`src/rtl/md5_job_pkg.sv`:
```
// Shared constants, register map and FSM encoding for the MD5 brute-force job controller.
package md5_job_pkg;

  localparam int unsigned MAX_PREFIX   = 51;
  localparam int unsigned BF_SYMBOLS   = 4;
  localparam logic [7:0]  PAD_BYTE     = 8'h80;
  localparam int unsigned BLOCK_W      = 512;
  localparam int unsigned PREFIX_WORDS = 13;
  localparam int unsigned RESULT_WORDS = 16;

  // Word addresses
  localparam int unsigned A_CTRL       = 32'h00;
  localparam int unsigned A_STATUS     = 32'h01;
  localparam int unsigned A_HASH_A     = 32'h02;
  localparam int unsigned A_HASH_D     = 32'h05;
  localparam int unsigned A_PREFIX_LEN = 32'h06;
  localparam int unsigned A_CYCLES     = 32'h07;
  localparam int unsigned A_PREFIX     = 32'h10;
  localparam int unsigned A_RESULT     = 32'h20;

  // STATUS bit positions
  localparam int unsigned ST_BUSY      = 0;
  localparam int unsigned ST_FOUND     = 1;
  localparam int unsigned ST_EXHAUSTED = 2;
  localparam int unsigned ST_ABORTED   = 3;
  localparam int unsigned ST_LEN_ERR   = 4;

  typedef enum logic [2:0] {
    S_IDLE,
    S_ARM,
    S_RUN,
    S_FOUND,
    S_EXHAUSTED,
    S_ABORTED
  } state_t;

endpackage

```
`src/rtl/md5_job_ctrl_pad.sv`:
```
// Combinational MD5 single-block formatter: prefix, seeded symbol slots, 0x80 pad, bit length.
module md5_pad_block
  import md5_job_pkg::*;
#(
  parameter logic [7:0] SEED_CHAR = 8'h20
) (
  input  logic [PREFIX_WORDS*32-1:0] prefix,
  input  logic [5:0]                 prefix_len,
  output logic [BLOCK_W-1:0]         block
);

  int unsigned p;

  always_comb begin
    block = '0;
    p     = 32'(prefix_len);
    for (int unsigned i = 0; i < PREFIX_WORDS * 4; i++) begin
      if (i < p) block[8*i +: 8] = prefix[8*i +: 8];
    end
    // Symbol slots and pad byte follow the prefix; bytes 56..63 carry the length
    for (int unsigned i = 0; i < 56; i++) begin
      if (i >= p && i < p + BF_SYMBOLS) block[8*i +: 8] = SEED_CHAR;
      else if (i == p + BF_SYMBOLS)     block[8*i +: 8] = PAD_BYTE;
    end
    block[511:448] = 64'((p + BF_SYMBOLS) * 32'd8);
  end

endmodule

```
`src/rtl/md5_job_ctrl.sv`:
```
// Register-mapped job controller for the 4-symbol MD5 brute-force engine.
// Optional RUN-cycle counter at 0x07 enabled by defining MD5_JOB_CYCLE_CNT_EN.
module md5_job_ctrl #(
  parameter int unsigned ADDR_W     = 6,
  parameter int unsigned MAX_PREFIX = md5_job_pkg::MAX_PREFIX,
  parameter logic [7:0]  SEED_CHAR  = 8'h20
) (
  input  logic              clk,
  input  logic              reset,
  input  logic              wr_en,
  input  logic              rd_en,
  input  logic [ADDR_W-1:0] addr,
  input  logic [31:0]       wr_data,
  output logic [31:0]       rd_data,
  output logic              irq,
  output logic              bf_ce,
  output logic              bf_reset,
  output logic              bf_reset_zero_string,
  output logic [511:0]      bf_start_str,
  output logic [31:0]       bf_a_hash,
  output logic [31:0]       bf_b_hash,
  output logic [31:0]       bf_c_hash,
  output logic [31:0]       bf_d_hash,
  input  logic              bf_find_str,
  input  logic              bf_symbols_done,
  input  logic [511:0]      bf_result_str
);
  import md5_job_pkg::*;

  state_t      state;
  logic [31:0] a;
  logic [31:0] hash   [4];
  logic [31:0] prefix [PREFIX_WORDS];
  logic [31:0] result [RESULT_WORDS];
  logic [5:0]  prefix_len;
  logic [PREFIX_WORDS*32-1:0] prefix_flat;
  logic [BLOCK_W-1:0]         pad_block;
  logic        found, exhausted, aborted, len_err;
  logic        busy, ctrl_wr, start_req, abort_req, len_ok;
  logic [4:0]  status;
  logic [31:0] rd_next;

  assign a         = 32'(addr);
  assign busy      = (state == S_ARM) || (state == S_RUN);
  assign ctrl_wr   = wr_en && (a == A_CTRL);
  assign start_req = ctrl_wr && wr_data[0] && !busy;
  assign abort_req = ctrl_wr && wr_data[1];
  assign len_ok    = prefix_len <= 6'(MAX_PREFIX);

  assign bf_a_hash = hash[0];
  assign bf_b_hash = hash[1];
  assign bf_c_hash = hash[2];
  assign bf_d_hash = hash[3];

  always_comb begin
    prefix_flat = '0;
    for (int unsigned k = 0; k < PREFIX_WORDS; k++) prefix_flat[32*k +: 32] = prefix[k];
  end

  md5_pad_block #(.SEED_CHAR(SEED_CHAR)) u_pad (
    .prefix     (prefix_flat),
    .prefix_len (prefix_len),
    .block      (pad_block)
  );

  // Software-writable job parameters, frozen while a job is in flight
  always_ff @(posedge clk or posedge reset) begin
    if (reset) begin
      for (int unsigned k = 0; k < 4; k++) hash[k] <= '0;
      for (int unsigned k = 0; k < PREFIX_WORDS; k++) prefix[k] <= '0;
      prefix_len <= '0;
    end else if (wr_en && !busy) begin
      if (a >= A_HASH_A && a <= A_HASH_D)
        hash[2'(a - A_HASH_A)] <= wr_data;
      else if (a == A_PREFIX_LEN)
        prefix_len <= wr_data[5:0];
      else if (a >= A_PREFIX && a < A_PREFIX + PREFIX_WORDS)
        prefix[4'(a - A_PREFIX)] <= wr_data;
    end
  end

  always_ff @(posedge clk or posedge reset) begin
    if (reset) begin
      state                <= S_IDLE;
      bf_ce                <= 1'b0;
      bf_reset             <= 1'b1;
      bf_reset_zero_string <= 1'b0;
      bf_start_str         <= '0;
      irq                  <= 1'b0;
      found                <= 1'b0;
      exhausted            <= 1'b0;
      aborted              <= 1'b0;
      len_err              <= 1'b0;
      for (int unsigned k = 0; k < RESULT_WORDS; k++) result[k] <= '0;
    end else begin
      case (state)
        S_ARM: begin
          state                <= S_RUN;
          bf_ce                <= 1'b1;
          bf_reset             <= 1'b0;
          bf_reset_zero_string <= 1'b0;
        end
        S_RUN: begin
          if (bf_find_str) begin
            state <= S_FOUND;
            found <= 1'b1;
            for (int unsigned k = 0; k < RESULT_WORDS; k++)
              result[k] <= bf_result_str[32*k +: 32];
          end else if (bf_symbols_done) begin
            state     <= S_EXHAUSTED;
            exhausted <= 1'b1;
          end else if (abort_req) begin
            state   <= S_ABORTED;
            aborted <= 1'b1;
          end
          if (bf_find_str || bf_symbols_done || abort_req) begin
            bf_ce    <= 1'b0;
            bf_reset <= 1'b1;
            irq      <= 1'b1;
          end
        end
        default: begin
          // IDLE and the three terminal states all accept a new job
          if (start_req) begin
            if (len_ok) begin
              state                <= S_ARM;
              bf_reset_zero_string <= 1'b1;
              bf_start_str         <= pad_block;
              irq                  <= 1'b0;
              found                <= 1'b0;
              exhausted            <= 1'b0;
              aborted              <= 1'b0;
              len_err              <= 1'b0;
            end else begin
              len_err <= 1'b1;
            end
          end
        end
      endcase
    end
  end

`ifdef MD5_JOB_CYCLE_CNT_EN
  logic [31:0] cycles;

  always_ff @(posedge clk or posedge reset) begin
    if (reset)                               cycles <= '0;
    else if (start_req && len_ok)            cycles <= '0;
    else if (state == S_RUN && cycles != '1) cycles <= cycles + 32'd1;
  end
`endif

  always_comb begin
    status               = '0;
    status[ST_BUSY]      = busy;
    status[ST_FOUND]     = found;
    status[ST_EXHAUSTED] = exhausted;
    status[ST_ABORTED]   = aborted;
    status[ST_LEN_ERR]   = len_err;
  end

  always_comb begin
    rd_next = '0;
    if (a == A_STATUS)
      rd_next = 32'(status);
    else if (a >= A_HASH_A && a <= A_HASH_D)
      rd_next = hash[2'(a - A_HASH_A)];
    else if (a == A_PREFIX_LEN)
      rd_next = 32'(prefix_len);
`ifdef MD5_JOB_CYCLE_CNT_EN
    else if (a == A_CYCLES)
      rd_next = cycles;
`endif
    else if (a >= A_PREFIX && a < A_PREFIX + PREFIX_WORDS)
      rd_next = prefix[4'(a - A_PREFIX)];
    else if (a >= A_RESULT && a < A_RESULT + RESULT_WORDS)
      rd_next = result[4'(a - A_RESULT)];
  end

  always_ff @(posedge clk or posedge reset) begin
    if (reset)      rd_data <= '0;
    else if (rd_en) rd_data <= rd_next;
  end

endmodule

```
`config.mk`:
```
export PLATFORM = sky130hd
export DESIGN_NAME = md5_job_ctrl
export DESIGN_NICKNAME = d
export VERILOG_FILES = /design/src/rtl/md5_job_pkg.sv /design/src/rtl/md5_job_ctrl_pad.sv /design/src/rtl/md5_job_ctrl.sv
export SDC_FILE = /design/constraint.sdc
export NUM_CORES = 2
export LEC_CHECK = 0
export ABC_CLOCK_PERIOD_IN_PS = 152200
export CAP_MARGIN = 20
export CORE_AREA = 2 2 475 477
export DETAILED_ROUTE_END_ITERATION = 8
export DIE_AREA = 0 0 477 479
export HOLD_SLACK_MARGIN = 0.1
export PLACE_DENSITY_LB_ADDON = 0.2
export REMOVE_ABC_BUFFERS = 1
export SLEW_MARGIN = 5
export SYNTH_ARGS = -nofsm -noshare
export SYNTH_HDL_FRONTEND = slang
export SYNTH_HIERARCHICAL = 1
export SYNTH_SLANG_ARGS = --single-unit
```
`constraint.sdc`:
```
create_clock -name clk -period 152.2 [get_ports clk]
set_input_delay 30.44 -clock clk [delete_from_list [all_inputs] [get_ports clk]]
set_output_delay 30.44 -clock clk [all_outputs]
set_load 0.01 [all_outputs]
```
After elaboration in Yosys (flattened, before gate mapping)
Index checks and enable logic that the tools add are counted.
- bitwise gates (word level): 8
- eq/ne operators: 66
- $lt $le $gt $ge: 176
- muxes and demuxes: 210
- reductions and logical operators: 93
- add/subtract/negate cells: 5
- operators with widths (cell ; count):
    $mux 8 ; 164
    $eq 6x32->1 const A ; 24
    $lt 6x32->1 const A ; 24
    $eq 5x32->1 const A ; 16
    $lt 5x32->1 const A ; 16
    $bwmux 416 ; 1
    $mux 32 ; 13
    $bmux 32 s4 ; 2
    $eq 4x32->1 const A ; 8
    $lt 4x32->1 const A ; 8
    $ge 6x6->1 const A ; 24
    $bwmux 128 ; 1
    $demux 32 s4 ; 1
    $eq 3x32->1 const A ; 4
    $lt 3x32->1 const A ; 4
    $lt 6x6->1 const A ; 20
    $ge 5x6->1 const A ; 16
    $lt 5x6->1 const A ; 16
    $logic_and 1x1->1 ; 66
    $bmux 32 s2 ; 1
    $demux 32 s2 ; 1
    $eq 2x32->1 const A ; 2
    $logic_not 32->1 ; 2
    $lt 1x32->1 const A ; 2
    48 further kinds ; 122
- register bits: 1614
- bits of input ports: 556
- word-level logic and storage cells: 603

Logic depth before layout (Yosys ltp)
- depth in word-level cells: 10
- depth in mapped cells: 12
- depth with buffers taken out: 9

Cells and area by module
Netlist, hierarchy kept.
- modules (own cells, without submodules) (module ; times used ; cells an instance ; area each (sq um)):
    md5_job_ctrl ; 1 ; 5369 ; 69060.0
    md5_pad_block ; 1 ; 985 ; 5982.0

Worst setup path before layout
OpenSTA, ideal clock, no wires.
- path type: input to register
- from: input addr[0]
- to: register rd_data[2]
- slack: 119904 ps
- arrival: 32167 ps
- stages on the path: 8
- buffers on the path: 4
- required time: 152071 ps
- cells stage by stage: buf_6 -> buf_6 -> buf_4 -> buf_2 -> mux4_2 -> nand2_1 -> a21oi_1 -> o41a_1
- word-level cells in the longest chain between the ends: 10
- elaborated cells between the ends (all ways): 31
- those cells by class: add/sub: 3; order compare: 6; eq/ne: 2; mux: 14; bitwise: 3; reduce/logical: 3
- RTL lines (what ; line ; text):
    start, declared ; md5_job_ctrl.sv:12 ; input logic [ADDR_W-1:0] addr,
    $sub 4x1->4 ; md5_job_ctrl.sv:175, md5_job_ctrl.sv:177 ;
    $not 4->5 (not written as such) ; md5_job_ctrl.sv:175, md5_job_ctrl.sv:177 ;
    $bmux 32 s4 ; md5_job_ctrl.sv:177 ; rd_next = result[4'(a - A_RESULT)];
    $mux 32 (not written as such) (2 in series) ; md5_job_ctrl.sv:177 ;
    $mux 32 ; md5_job_ctrl.sv:176 ; else if (a >= A_RESULT && a < A_RESULT + RESULT_WORDS)
    $mux 32 ; md5_job_ctrl.sv:174 ; else if (a >= A_PREFIX && a < A_PREFIX + PREFIX_WORDS)
    $mux 32 ; md5_job_ctrl.sv:168 ; else if (a == A_PREFIX_LEN)
    $mux 32 ; md5_job_ctrl.sv:166 ; else if (a >= A_HASH_A && a <= A_HASH_D)
    $mux 32 * ; md5_job_ctrl.sv:164 ; if (a == A_STATUS)
    end signal, assigned ; md5_job_ctrl.sv:182 ; else if (rd_en) rd_data <= rd_next;
    end, declared ; md5_job_ctrl.sv:14 ; output logic [31:0] rd_data,
Every way passes the cells marked *; elsewhere a longest branch is shown, timed or not. The select of a mux whose other input is x is not followed.
A chain may end at the register's enable or synchronous reset.

Worst setup path in the final report
- from: input bf_find_str
- to: register result[369] in the netlist's numbering
- word-level cells in the longest chain between the ends: 1
- RTL lines (what ; line ; text):
    start, declared ; md5_job_ctrl.sv:24 ; input logic bf_find_str,
    $reduce_and 2->1 (no source line) ; - ;
    end signal, assigned by index ; md5_job_ctrl.sv:108 ; result[k] <= bf_result_str[32*k +: 32];
    end, declared ; md5_job_ctrl.sv:34 ; logic [31:0] result [RESULT_WORDS];
Every way passes these cells.

==> metrics.md <==
| Metric | Value |
|---|---|
| Core footprint | approximately 220000 um2 |
| Sequential-to-total area share from yosys stat | 0.5392 |
| Overall power | 1331 uW |
| FF-to-FF setup slack | 146.73 ns |
| Via Count | 55800 |
| GPL Wtd Cong | 0.8952 |
| Synth top area share | 0.5389 |
| Largest cells by area after synthesis | dfrtp_1 (54%), mux2_2 (16%), nand2_1 (8.6%) |
| Min Tclk post-route | 35.05 ns |
| Setup TNS | 0 ns |
| Core Rows | approximately 170 |
| Req. time, crit path | 152.93 ns |
| Hold Startpoint | bf_start_str[430] |
| FF-to-FF End | result[369] |
| Drt via density | 5.249 |
| Relative slew slack | 0.1575 |
| Max-cap viol count | 0 |
| PwrDens | 13.80 nW/um2 |
| GRT Util Overall | 0.2734 |
| Netlist cell types | 96 |
| Clock-pin slew on the worst setup and hold paths | 0.06 ns |
| IO buf count | roughly 1200 |
| Crit end category | register |
| Fill cell count | 21210 |
| Worst setup margin | 117.15 ns |
| Clk Tree Root Cell | clkbuf_16 |
| Hold path endpoint | bf_start_str[430] |
| # nets final | slightly above 8000 |
| GRT overflow | 0 |
| Vias in the first global route | 57680 |
| Die area | between 200000 and 250000 um2 |
| DR pass1 iterations | 7 |
| Max Clock Skew | 0.04765 ns |
| Synthesized cell area | 75040 um2 |
| Worst path max stage delay | between 0.8 and 0.9 ns |
| Initial antenna violation count | 31 |
| Dpl cell area | 89890 um2 |
| Post-synth ARST share | 1.000 |
| Mapped Cells | 6354 |
| Max clock buf depth | 3 |
| Final Cycle Share | 0.2303 |
| Pre-CTS WS | 116.36 ns |
| Share of cells above drive strength 1 | 0.2379 |
| Leakage Power | 0.04412 uW |
| CTS tree | done |
| First-pass GRT wire length | 448100 um |
| Total CTS buffers | 187 |
| Worst hold path cell count | 2 |
| Top-count cell post-synth | nand2_1 |
| Final setup fails | 0 |
| Clk sinks | around 1600 |
| Hold_buf cts | 0 |
| Max-slew violations | 0 |
| Synth warnings | 6 |
| Arr. time, crit path | roughly 36 ns |
| Slowest cell on crit path | buf_4 |
| Register bit total from synthesis | 1617 |
| Design Area, Final | 96420 um2 |
| Ports | around 1200 |
| RSZ-0062 raised after global routing | false |
| Bufs and invs on worst path | 6 |
| DR iter-0 viols | 4646 |
| Top cell by count, worst path | buf_4 |
| Post-DP HPWL | 229400 um |
| Reg2Reg Depth | 9 |
| R2r startpoint | state[0] |
| Peak VDD IR | 0.01066 mV |
| Area grow syn2layout | 28.49% |
| Residual DRC | 0 |
| Cell Chain, Critical Path | clkdlybuf4s50_1 -> nor3b_2 -> buf_4 -> buf_4 -> buf_4 -> buf_4 -> buf_4 -> mux2_2 |
| Status | finished clean |
| Min-delay worst type | reg2reg |
| Least-Margin Pin Slew | 1.261 ns |
| Drt wl/cell | between 20 and 30 um |
| Largest net degree at the start of global routing | about 210 |
| Post-route ant nets | 0 |
| Resize count post-CTS | 0 |
| Post-synth EDFFs | 0 |
| Layout Cells excl Fill | 10630 |
| CP Launch Type | input pin |
| Worst-path maximum fanout | 76 |
| Top cells by count, synth | nand2_1 (1723), dfrtp_1 (1616), mux2_2 (1048) |
| Final hold vios | 0 |
| Die W | 477 um |
| Syn_area_per_cell | 11.81 um2 |
| Synth Flop Type | dfrtp_1 |
| Post-CTS Setup Inserts | 0 |
| DP Cell Count | roughly 10000 |
| Initial Utilization | 0.3356 |
| Max Freq | 28.53 MHz |
| Clk_lat worst skew | 0.87 ns |
| Routed WL | around 320000 um |
| Crit path kind | in2reg |
| Htree depth | 4 |
| Top cell type by total area after synthesis | dfrtp_1 |
| Cell family with most CP delay | buffers and inverters |
| Die Y | 479 um |
stage by stage:
step / hold slack, ns / util
floorplan: 0.4667 / -
global placement: 0.4480 / 0.4019
detailed placement: 0.4549 / 0.4020
CTS: 0.4676 / 0.4309
global route: 0.4783 / 0.4312
finish: 0.4593 / 0.4312
layer usage:
metal / share of wire / vias up / GRT usage
met5: 0.00054 / - / 0.003521
met4: 0.037 / 12 / 0.09379
met3: 0.087 / 501 / 0.08532
met2: 0.48 / 2268 / 0.4517
met1: 0.40 / 29010 / 0.3373
li1: - / 24010 / -
final cells by class:
class	count	area, um2	area share
clock inverter	65	1021	0.01059
inverter	32	133.9	0.001388
antenna	10	25.02	0.0002595
clock buffer	274	5446	0.05649
multi-input combinational	4274	32140	0.3333
tap	2992	3744	0.03883
sequential	1617	40470	0.4197
timing repair buffer	1367	13440	0.1394
how the worst max path moves through the flow:
stage,from,to,slack (ns),depth (start not counted)
6_report,bf_find_str,result[369],117.15,8
5_1_grt,reset,result[397],116.79,7
4_1_cts,bf_find_str,result[369],117.27,8
3_5_place_dp,bf_find_str,result[369],116.36,8
3_3_place_gp,bf_find_str,result[371],116.41,8
2_1_floorplan,reset,aborted,76.13,1
worst min-delay path, stage by stage (launching register included):
cell	delay, ns
dfrtp_1	0.34
nand2_1	0.05
nand2_1	0.04
cells in the final DEF, fill, tap and decap left out, types with 43 or more instances in the layout:
cell	instances
a21oi_1	103
a221oi_1	43
and2_1	251
buf_4	130
clkbuf_1	43
clkbuf_16	187
clkbuf_8	44
clkdlybuf4s50_1	1226
conb_1	81
dfrtp_1	1614
mux2_2	1048
mux2i_1	81
mux4_2	237
nand2_1	1722
nor2_1	88
nor2b_1	61
o21ai_0	88
power breakdown:
part,total (uW),switching (uW),internal (uW)
logic,282,134,148
clock network,472,197,275
registers,577,56.8,520
flip-flops by register name, indices dropped and copies added, names as in the netlist, 3 cells and up:
name,cells
state,3
bf_c_hash,32
prefix,416
bf_b_hash,32
prefix_len,6
bf_d_hash,32
bf_start_str,512
rd_data,32
bf_a_hash,32
result,512
cell families after synthesis:
logic type | share of synthesized area
buffers and inverters | 0.03897
flip-flops | 0.5392
AO/OA/AOI/OAI | 0.04330
multiplexers | 0.2429
adder cells (fa/ha/maj) | 0.001000
other | 0.00004997
XOR/XNOR | 0.0004669
AND/OR/NAND/NOR | 0.1340
(Power assumes the default switching activity.)
